<file path="src/rtl/io_bridge_pkg.sv">
// Shared definitions for the CPU I/O bridge: FSM state encoding and error codes.
package io_bridge_pkg;

    localparam int unsigned STATE_WIDTH    = 2;
    localparam int unsigned ERR_CODE_WIDTH = 2;

    // Bridge FSM states.
    typedef enum logic [STATE_WIDTH-1:0] {
        ST_IDLE = 2'd0,
        ST_REQ  = 2'd1,
        ST_DONE = 2'd2
    } state_t;

    // Error codes reported in the low bits of the error status word.
    typedef enum logic [ERR_CODE_WIDTH-1:0] {
        ERR_NONE     = 2'd0,
        ERR_TIMEOUT  = 2'd1,
        ERR_DECODE   = 2'd2,
        ERR_CONFLICT = 2'd3
    } err_code_t;

endpackage

</file>
<file path="src/rtl/io_timeout_counter.sv">
// Cycle counter used to bound how long the bridge waits for a peripheral ack.
//  clk       in   clock
//  reset     in   synchronous, active-high reset
//  clear     in   zero the count (takes priority over enable)
//  enable    in   count one cycle
//  count     out  registered cycle count
//  expired_c out  combinational: enabled and count has reached p_timeout-1
module io_timeout_counter #(
    parameter int unsigned p_timeout = 15,
    parameter int unsigned p_width   = 4
) (
    input  logic               clk,
    input  logic               reset,
    input  logic               clear,
    input  logic               enable,
    output logic [p_width-1:0] count,
    output logic               expired_c
);

    // Count register.
    always_ff @(posedge clk) begin
        if (reset || clear) begin
            count <= '0;
        end else if (enable) begin
            count <= count + p_width'(1);
        end
    end

    // Last allowed cycle is flagged so the FSM can abort on the same edge.
    assign expired_c = enable && (count == p_width'(p_timeout - 1));

endmodule

</file>
<file path="src/rtl/io_bridge.sv">
// Multi-channel bridge between the CPU I/O port and req/ack peripherals.
// Stalls the CPU while a peripheral access is outstanding, aborts on timeout,
// and keeps a sticky error status word.
//  i_w_clk, i_w_reset        clock, synchronous active-high reset
//  i_w_io_oe / i_w_io_we     CPU read / write request levels
//  i_w_io_port               [sel-1:0] channel, upper bits peripheral register
//  i_w_io_in / o_w_io_out    CPU write data / registered read data
//  o_w_io_wait               combinational stall to the control unit
//  o_w_per_*                 shared peripheral request bus (one-hot req)
//  i_w_per_ack / _rdata      per-channel ack and flattened read data
//  i_w_err_clear             clears o_w_err_status = {0, err_chan, err_code}
//  o_w_state_disp_out        debug builds only: {0, state, counter}
module io_bridge
    import io_bridge_pkg::*;
#(
    parameter int unsigned p_data_width = 16,
    parameter int unsigned p_port_width = 8,
    parameter int unsigned p_channels   = 4,
    parameter int unsigned p_timeout    = 15
) (
    input  logic                                         i_w_clk,
    input  logic                                         i_w_reset,
    input  logic                                         i_w_io_oe,
    input  logic                                         i_w_io_we,
    input  logic [p_port_width-1:0]                      i_w_io_port,
    input  logic [p_data_width-1:0]                      i_w_io_in,
    output logic [p_data_width-1:0]                      o_w_io_out,
    output logic                                         o_w_io_wait,
    output logic [p_channels-1:0]                        o_w_per_req,
    output logic                                         o_w_per_we,
    output logic [p_port_width-$clog2(p_channels)-1:0]   o_w_per_addr,
    output logic [p_data_width-1:0]                      o_w_per_wdata,
    input  logic [p_channels-1:0]                        i_w_per_ack,
    input  logic [p_channels*p_data_width-1:0]           i_w_per_rdata,
    input  logic                                         i_w_err_clear,
`ifdef DEBUG
    output logic [p_data_width-1:0]                      o_w_state_disp_out,
`endif
    output logic [p_data_width-1:0]                      o_w_err_status
);

    localparam int unsigned l_p_sel_width  = $clog2(p_channels);
    localparam int unsigned l_p_cnt_width  = $clog2(p_timeout + 1);
    localparam int unsigned l_p_addr_width = p_port_width - l_p_sel_width;

    state_t                      state, state_nxt;
    logic [l_p_sel_width-1:0]    chan_q, chan_nxt;
    logic [p_channels-1:0]       req_q, req_nxt;
    logic                        we_q, we_nxt;
    logic [l_p_addr_width-1:0]   addr_q, addr_nxt;
    logic [p_data_width-1:0]     wdata_q, wdata_nxt;
    logic [p_data_width-1:0]     io_out_q, io_out_nxt;
    logic [p_data_width-1:0]     err_q, err_nxt;

    logic [l_p_sel_width-1:0]    port_chan_c;
    logic [l_p_addr_width-1:0]   port_addr_c;
    logic                        chan_valid_c;
    logic                        ack_sel_c;
    logic [p_data_width-1:0]     rdata_sel_c;
    logic                        cnt_clear_c;
    logic                        cnt_enable_c;
    logic                        expired_c;
    logic [l_p_cnt_width-1:0]    cnt;

    // Error status word: {zeros, channel, code}.
    function automatic logic [p_data_width-1:0] err_word(
        input logic [l_p_sel_width-1:0] chan,
        input err_code_t                code
    );
        logic [p_data_width-1:0] w;
        w = '0;
        w[l_p_sel_width+1:0] = {chan, code};
        return w;
    endfunction

    // Port decode and selected-channel views.
    assign port_chan_c  = i_w_io_port[l_p_sel_width-1:0];
    assign port_addr_c  = i_w_io_port[p_port_width-1:l_p_sel_width];
    // Only meaningful if p_channels is ever not a power of two.
    assign chan_valid_c = (l_p_sel_width+1)'(port_chan_c) < (l_p_sel_width+1)'(p_channels);
    assign ack_sel_c    = i_w_per_ack[chan_q];
    assign rdata_sel_c  = i_w_per_rdata[32'(chan_q) * p_data_width +: p_data_width];

    // Counter runs only while a request is outstanding.
    assign cnt_clear_c  = (state != ST_REQ);
    assign cnt_enable_c = (state == ST_REQ);

    io_timeout_counter #(
        .p_timeout (p_timeout),
        .p_width   (l_p_cnt_width)
    ) u_timeout (
        .clk       (i_w_clk),
        .reset     (i_w_reset),
        .clear     (cnt_clear_c),
        .enable    (cnt_enable_c),
        .count     (cnt),
        .expired_c (expired_c)
    );

    // State register.
    always_ff @(posedge i_w_clk) begin
        if (i_w_reset) begin
            state <= ST_IDLE;
        end else begin
            state <= state_nxt;
        end
    end

    // Next-state logic.
    always_comb begin
        state_nxt = state;
        case (state)
            ST_IDLE: begin
                if (i_w_io_oe && i_w_io_we) begin
                    state_nxt = ST_DONE;
                end else if (i_w_io_oe || i_w_io_we) begin
                    state_nxt = chan_valid_c ? ST_REQ : ST_DONE;
                end
            end
            ST_REQ: begin
                // Ack takes priority over the timeout on the same cycle.
                if (ack_sel_c || expired_c) begin
                    state_nxt = ST_DONE;
                end
            end
            ST_DONE: begin
                // A held request must drop before the next access is accepted.
                if (!(i_w_io_oe || i_w_io_we)) begin
                    state_nxt = ST_IDLE;
                end
            end
            default: state_nxt = ST_IDLE;
        endcase
    end

    // Next values for the registered outputs and transaction latches.
    always_comb begin
        chan_nxt   = chan_q;
        req_nxt    = req_q;
        we_nxt     = we_q;
        addr_nxt   = addr_q;
        wdata_nxt  = wdata_q;
        io_out_nxt = io_out_q;
        // A new error raised this cycle overrides a simultaneous clear.
        err_nxt    = i_w_err_clear ? '0 : err_q;
        case (state)
            ST_IDLE: begin
                if (i_w_io_oe && i_w_io_we) begin
                    err_nxt = err_word(port_chan_c, ERR_CONFLICT);
                end else if (i_w_io_oe || i_w_io_we) begin
                    chan_nxt  = port_chan_c;
                    we_nxt    = i_w_io_we;
                    addr_nxt  = port_addr_c;
                    wdata_nxt = i_w_io_in;
                    if (chan_valid_c) begin
                        req_nxt              = '0;
                        req_nxt[port_chan_c] = 1'b1;
                    end else begin
                        io_out_nxt = '1;
                        err_nxt    = err_word(port_chan_c, ERR_DECODE);
                    end
                end
            end
            ST_REQ: begin
                if (ack_sel_c) begin
                    req_nxt = '0;
                    if (!we_q) begin
                        io_out_nxt = rdata_sel_c;
                    end
                end else if (expired_c) begin
                    req_nxt    = '0;
                    io_out_nxt = '1;
                    err_nxt    = err_word(chan_q, ERR_TIMEOUT);
                end
            end
            default: req_nxt = '0;
        endcase
    end

    // Transaction latches and output registers.
    always_ff @(posedge i_w_clk) begin
        if (i_w_reset) begin
            chan_q   <= '0;
            req_q    <= '0;
            we_q     <= 1'b0;
            addr_q   <= '0;
            wdata_q  <= '0;
            io_out_q <= '0;
            err_q    <= '0;
        end else begin
            chan_q   <= chan_nxt;
            req_q    <= req_nxt;
            we_q     <= we_nxt;
            addr_q   <= addr_nxt;
            wdata_q  <= wdata_nxt;
            io_out_q <= io_out_nxt;
            err_q    <= err_nxt;
        end
    end

    assign o_w_io_wait    = (i_w_io_oe || i_w_io_we) && (state != ST_DONE);
    assign o_w_per_req    = req_q;
    assign o_w_per_we     = we_q;
    assign o_w_per_addr   = addr_q;
    assign o_w_per_wdata  = wdata_q;
    assign o_w_io_out     = io_out_q;
    assign o_w_err_status = err_q;

`ifdef DEBUG
    assign o_w_state_disp_out = p_data_width'({state, cnt});
`else
    // Counter value is only observed in debug builds.
    logic unused_cnt_c;
    assign unused_cnt_c = ^cnt;
`endif

endmodule

</file>
<file path="config.mk">
export PLATFORM = sky130hd
export DESIGN_NAME = io_bridge
export DESIGN_NICKNAME = d
export VERILOG_FILES = /design/src/rtl/io_bridge_pkg.sv /design/src/rtl/io_timeout_counter.sv /design/src/rtl/io_bridge.sv
export SDC_FILE = /design/constraint.sdc
export NUM_CORES = 1
export LEC_CHECK = 0
export ABC_AREA = 0
export ABC_CLOCK_PERIOD_IN_PS = 2400
export BUFFER_PORTS_ARGS = -buffer_cell sky130_fd_sc_hd__buf_4
export CORE_MARGIN = 5
export CORE_UTILIZATION = 47
export CTS_BUF_LIST = sky130_fd_sc_hd__clkbuf_4
export CTS_CLUSTER_DIAMETER = 150
export DETAILED_ROUTE_END_ITERATION = 7
export HOLD_SLACK_MARGIN = 0.03
export MAX_ROUTING_LAYER = met4
export PLACE_DENSITY = 0.86
export SYNTH_ARGS = -nofsm -noshare
export SYNTH_HDL_FRONTEND = slang
export SYNTH_SLANG_ARGS = --single-unit
</file>
<file path="constraint.sdc">
create_clock -name i_w_clk -period 2.4 [get_ports i_w_clk]
set_clock_uncertainty 0.1 [all_clocks]
set_input_delay 0.48 -clock i_w_clk [delete_from_list [all_inputs] [get_ports i_w_clk]]
set_output_delay 0.48 -clock i_w_clk [all_outputs]
set_load 0.01 [all_outputs]
</file>
==> results.cfg, run 1 <==
[status]
status = completed

[setup_path]
rrSetupSlack_ns = 0.17
r2r-start = chan_q[0]
crit_buf_inv = 0
max_stage_delay_ns = 0.66
r2r_cells = 3
startpoint_type = flip-flop
cp.depth = 3
timing.critical_path.required_ns = 2.56
path_class = flip-flop to flip-flop
cp_top_family = multiplexers
cp_cell_sequence = mux4_2, mux2_4, a2111oi_1
slowest_stage = mux4_2
cp-end-kind = flip-flop
r2r_end = o_w_io_out[3]
worstPathMaxFanout = 16
arrival_ns = 2.39

[timing]
fin_crit_sh_pct = 92.7
slew-limit-headroom_pct = 59.9
setup_viol = 0
finalWorstPathRequiredPeriod_ns = 2.23
setup_tns_ns = 0
max_clock_freq_mhz = 449
tightest_slew_ns = 0.601
slew_viol_final = 0
hold_viol_final = 0
rsz0062_at_grt = false

[placed_design]
place_area_mm2 = 0.00434
portBuffers = 156
gp_congestion = 0.811
dp_hpwl_um = 7110

[clocking]
cts_root_buf = clkbuf_4
cts.sinks = 67
clkTransAtPathRegs_ns = 0.11
cts_buffers = 9
cts_setup_buffers = 0
clockBufferDepth = 2
clock_latency_ns = 0.39
cts_hold_buf = 0
cts_tree = done
ctsResizeCount = 0
htree_levels = 3

[pwr]
leakage_nw = 1.90
pwr_density_cell_mw_per_mm2 = 633
peakVddDrop_mv = 0.379

[logic_synthesis]
syn_nets = 433
ys.flop_type = dfxtp_1
yosys.area.top_type_share_pct = 42.8
netlist_area_mm2 = 0.00314
ys_async_sr_fraction_pct = 0
post_synth.cell_area_avg_um2 = 9.48
ys_seq_elements = 67
netlist-cell-type-count = 36
yosysMostFrequentCell = dfxtp_1
yosysWarnings = 0
synth_cells = 331
synth.area.top_cells = dfxtp_1 (43%), mux4_2 (11%), nand2_1 (6.7%)
synth_edf_count = 0
synth.top_cells.by_count = dfxtp_1 (67), nand2_1 (56), a21oi_1 (28)
yosysTopAreaCell = dfxtp_1
ys_seq_area_share_pct = 42.8

[global_route]
grt.total_usage_pct = 23.3
grt_start_max_net_pins = 54
gr-total-overflow = 0
antenna_found_initial = 0
grt_pass1_wl_um = 15300
grt_pass1_vias = 3221

[hold_path]
hold_path_end = o_w_per_addr[5]
hold-path-cell-count = 3
worstHoldStart = i_w_io_port[7]
min_path_type = input port to flip-flop

[routing]
wl_per_cell_um = 16.5
vias = 3046
drc_errors = 0
dr.pass1.iters = 4
wl_um = 9220
drt_iter0_drc = 138
routed_via_density = 5.45
ant_nets = 0

[final_layout]
drive_above_1_share_pct = 43.4
area_growth_syn_to_layout_pct = 44.2
nFillCells = 482
diodes = 0
stdcell_area_mm2 = 0.00452
nNetsFinal = 580

[floorplanning]
row_count = 29
initial_core_util_pct = 48.8
die-area_mm2 = 0.00841
die_h_um = 91.7
coreArea_mm2 = 0.00642
die_width_um = 91.7
ios = 157

[job]
maxCapViolations = 0
==> sequential cells by signal, summed over array words and instances, names as in the netlist <==
signal,flops
o_w_per_req,4
o_w_per_wdata,16
o_w_err_status,16
o_w_per_we,1
o_w_per_addr,6
o_w_io_out,16
chan_q,2
state,2
u_timeout.count,4
==> how the worst max path moves through the flow <==
| stage | from | end | slack, ns |
|---|---|---|---|
| 2_1_floorplan | chan_q[0] | o_w_io_out[10] | 0.34 |
| 3_3_place_gp | i_w_per_ack[3] | o_w_io_out[2] | 0.16 |
| 3_5_place_dp | i_w_per_ack[3] | o_w_io_out[3] | 0.02 |
| 4_1_cts | chan_q[0] | o_w_io_out[3] | 0.16 |
| 5_1_grt | chan_q[0] | o_w_io_out[3] | 0.08 |
| 6_report | chan_q[0] | o_w_io_out[3] | 0.17 |
==> cells by family (layout without fill, tap and decap cells) <==
group / after synthesis / after routing / share of synthesized area [%]
AOI/OAI and AO/OA: 60 / 60 / 14.8
xor gates and xnor gates: 2 / 2 / 0.559
adders and majority gates: 5 / 5 / 1.99
buffers and inverters: 49 / 200 / 6.42
DFF: 67 / 67 / 42.8
muxes: 18 / 18 / 12.8
and+or+nand+nor: 130 / 130 / 20.7
==> final cells by class <==
class / count / area (um^2) / area share (%)
multi-input combinational: 215 / 1600 / 35.4
sequential: 67 / 1340 / 29.7
timing repair buffer: 162 / 1220 / 26.9
clock inverter: 6 / 115 / 2.55
tap: 77 / 96.3 / 2.13
inverter: 23 / 86.3 / 1.91
clock buffer: 9 / 67.6 / 1.49
==> worst min-delay path, delay by kind of cell <==
family / cells / cell delay, ns
compound gates: 1 / 0.05
simple gates: 1 / 0.04
buf+inv: 1 / 0.11
==> per-layer routing <==
layer / track usage, % / vias to the layer above / wire length, um
met1: 27.1 / 1430 / 3710
li1: - / 1457 / -
met5: - / - / 0
met2: 38.1 / 141 / 4520
met4: 8.91 / 0 / 164
met3: 6.96 / 18 / 820
==> metrics by stage <==
stage	util (%)	power (mW)	hold WS [ns]	setup WS [ns]	std cells
after CTS	70.4	2.89	0.191	0.157	559
final	70.4	2.86	0.221	0.174	559
after global routing	70.4	3.03	0.184	0.0800	559
after global placement	67.6	1.94	0.343	0.158	544
after detailed placement	67.6	1.97	0.348	0.0190	544
after floorplan	-	1.66	0.356	0.338	331
==> where the power goes <==
| group | switching (mW) | leakage [nW] | internal (mW) |
|---|---|---|---|
| registers | 0.0563 | 0.546 | 1.18 |
| clock network | 0.400 | 0.0922 | 0.525 |
| logic | 0.341 | 1.26 | 0.357 |
| total | 0.798 | 1.90 | 2.07 |
==> cell usage in the layout (no fill, tap or decap), drive strengths merged <==
cell type	n
a2111oi	16
a21oi	28
a31oi	2
and2	12
and3	1
buf	162
bufinv	3
clkbuf	9
clkinv	2
clkinvlp	1
dfxtp	67
ha	5
inv	23
mux2	1
mux4	17
nand2	56
nand2b	1
nand3	5
nand4b	2
nor2	18
nor2b	4
nor3	8
nor3b	19
nor4	1
o21a	1
o21ai	3
o21ba	1
o21bai	1
o22ai	4
o311a	1
o311ai	2
o31a	1
or3b	3
xnor2	1
xor2	1
No activity file was read; power rests on OpenSTA's default activity.
==> inputs of run 2 (changes only) <==
Settings changed: CORE_MARGIN 5 to 10.
==> run 2 against run 1 <==
Compared with the run above:
- combinational power rose by 0.9%
- highest routed layer unchanged
- final cell count rose by 0.18%
- critical path depth did not move
- maximum frequency rose by 2.7%
- setup slack improved by 0.058 ns
- sequential power barely moved
- register-to-register slack improved by 0.06 ns
- design area fell by 1.1%
- non-clock buffer count did not move
==> results.cfg, run 2 (same netlist as run 1, synthesis figures left out) <==
[global_route]
gr-total-overflow = 0
grt.total_usage_pct = 19.9
grt_pass1_vias = 3199
grt_pass1_wl_um = 15800
grt_start_max_net_pins = 54
antenna_found_initial = 0

[timing]
setup_tns_ns = 0
setup_viol = 0
holdWs_ns = 0.201
hold_viol_final = 0
rsz0062_at_grt = false
slew_viol_final = 0
fin_crit_sh_pct = 90.3
slew-limit-headroom_pct = 59.7
finalWorstPathRequiredPeriod_ns = 2.17
tightest_slew_ns = 0.605
max_clock_freq_mhz = 461

[setup_path]
path_class = flip-flop to flip-flop
cp_cell_sequence = mux4_2, mux2_4, a2111oi_1
max_stage_delay_ns = 0.67
arrival_ns = 2.36
slowest_stage = mux4_2
startpoint_type = flip-flop
cp-end-kind = flip-flop
timing.critical_path.required_ns = 2.59
worstPathMaxFanout = 16

[clocking]
cts_root_buf = clkbuf_4
clock_latency_ns = 0.41
cts_hold_buf = 0
htree_levels = 3
clkTransAtPathRegs_ns = 0.12
ctsResizeCount = 0
cts.sinks = 67
cts_setup_buffers = 0
cts_tree = done
cts_buffers = 9
clockBufferDepth = 2

[final_layout]
final_util_pct = 69.6
mostFrequentLayoutCells = buf_4 (162), dfxtp_1 (67), nand2_1 (56)
diodes = 0
nNetsFinal = 580
area_growth_syn_to_layout_pct = 42.5
drive_above_1_share_pct = 43.3
layout_commonest_cell = buf_4
nFillCells = 531

[placed_design]
gp_congestion = 0.822
dp_hpwl_um = 7960
portBuffers = 156

[routing]
routed_via_density = 5.48
met1Wirelength_um = 4180
drt_iter0_drc = 132
drc_errors = 0
wl_um = 10100
top_layer_used = met4
met3_length_um = 1140
vias = 3069
dr.pass1.iters = 5
route.met2.wl_um = 4600
wl_per_cell_um = 18.1
ant_nets = 0

[pwr]
leakage_nw = 1.88
pwr_density_cell_mw_per_mm2 = 595
finalPower_mw = 2.66
peakVddDrop_mv = 0.426

[floorplanning]
die_h_um = 102
ios = 157
die-area_mm2 = 0.0103
die_width_um = 102
initial_core_util_pct = 48.8
row_count = 29
coreArea_mm2 = 0.00642

[hold_path]
min_path_type = input port to flip-flop

[status]
status = completed

[job]
maxCapViolations = 0
[run 2: cell type report]
cell class	count	area, um^2	share of cell area, %
repair buffers	162	1220	27.2
multi-input cells	215	1600	35.8
clock inverters	6	56.3	1.26
well taps	77	96.3	2.16
inverters	23	86.3	1.93
flip-flops and latches	67	1340	30.0
clock buffers	10	75.1	1.68
[run 2: layer usage]
| layer | GRT usage [%] | vias to the layer above |
|---|---|---|
| met5 | - | - |
| met4 | 8.03 | 0 |
| met3 | 8.03 | 21 |
| met2 | 31.4 | 157 |
| met1 | 21.9 | 1439 |
| li1 | - | 1452 |
[run 2: worst max-delay path: cells and delay by family, from the launching register on]
family | cells | cell delay, ns
flops | 1 | 0.40
compound gates | 1 | 0.42
mux | 2 | 1.13
[run 2: per-stage QoR]
stage / worst slack, ns / cells / area (um^2)
after detailed placement: 0.0801 / 544 / 4340
after global routing: 0.131 / 560 / 4470
after global placement: 0.144 / 544 / 4340
final: 0.233 / 560 / 4470
after CTS: 0.215 / 560 / 4470
after floorplan: 0.338 / 331 / 3140
[run 2: report_power, final]
group          internal (mW)  switching [mW]  total [mW]
registers               1.18          0.0541        1.24
logic                  0.357           0.347       0.704
clock network          0.321           0.399       0.720
[run 2: path summary, 6_finish.rpt]
check / from / end / slack (ns) / cells after the start
max: chan_q[0] / o_w_io_out[2] / 0.23 / 3
min: i_w_io_in[2] / o_w_per_wdata[2] / 0.20 / 3
max reg2reg: chan_q[0] / o_w_io_out[2] / 0.23 / 3
min reg2reg: o_w_per_wdata[6] / o_w_per_wdata[6] / 0.36 / 2
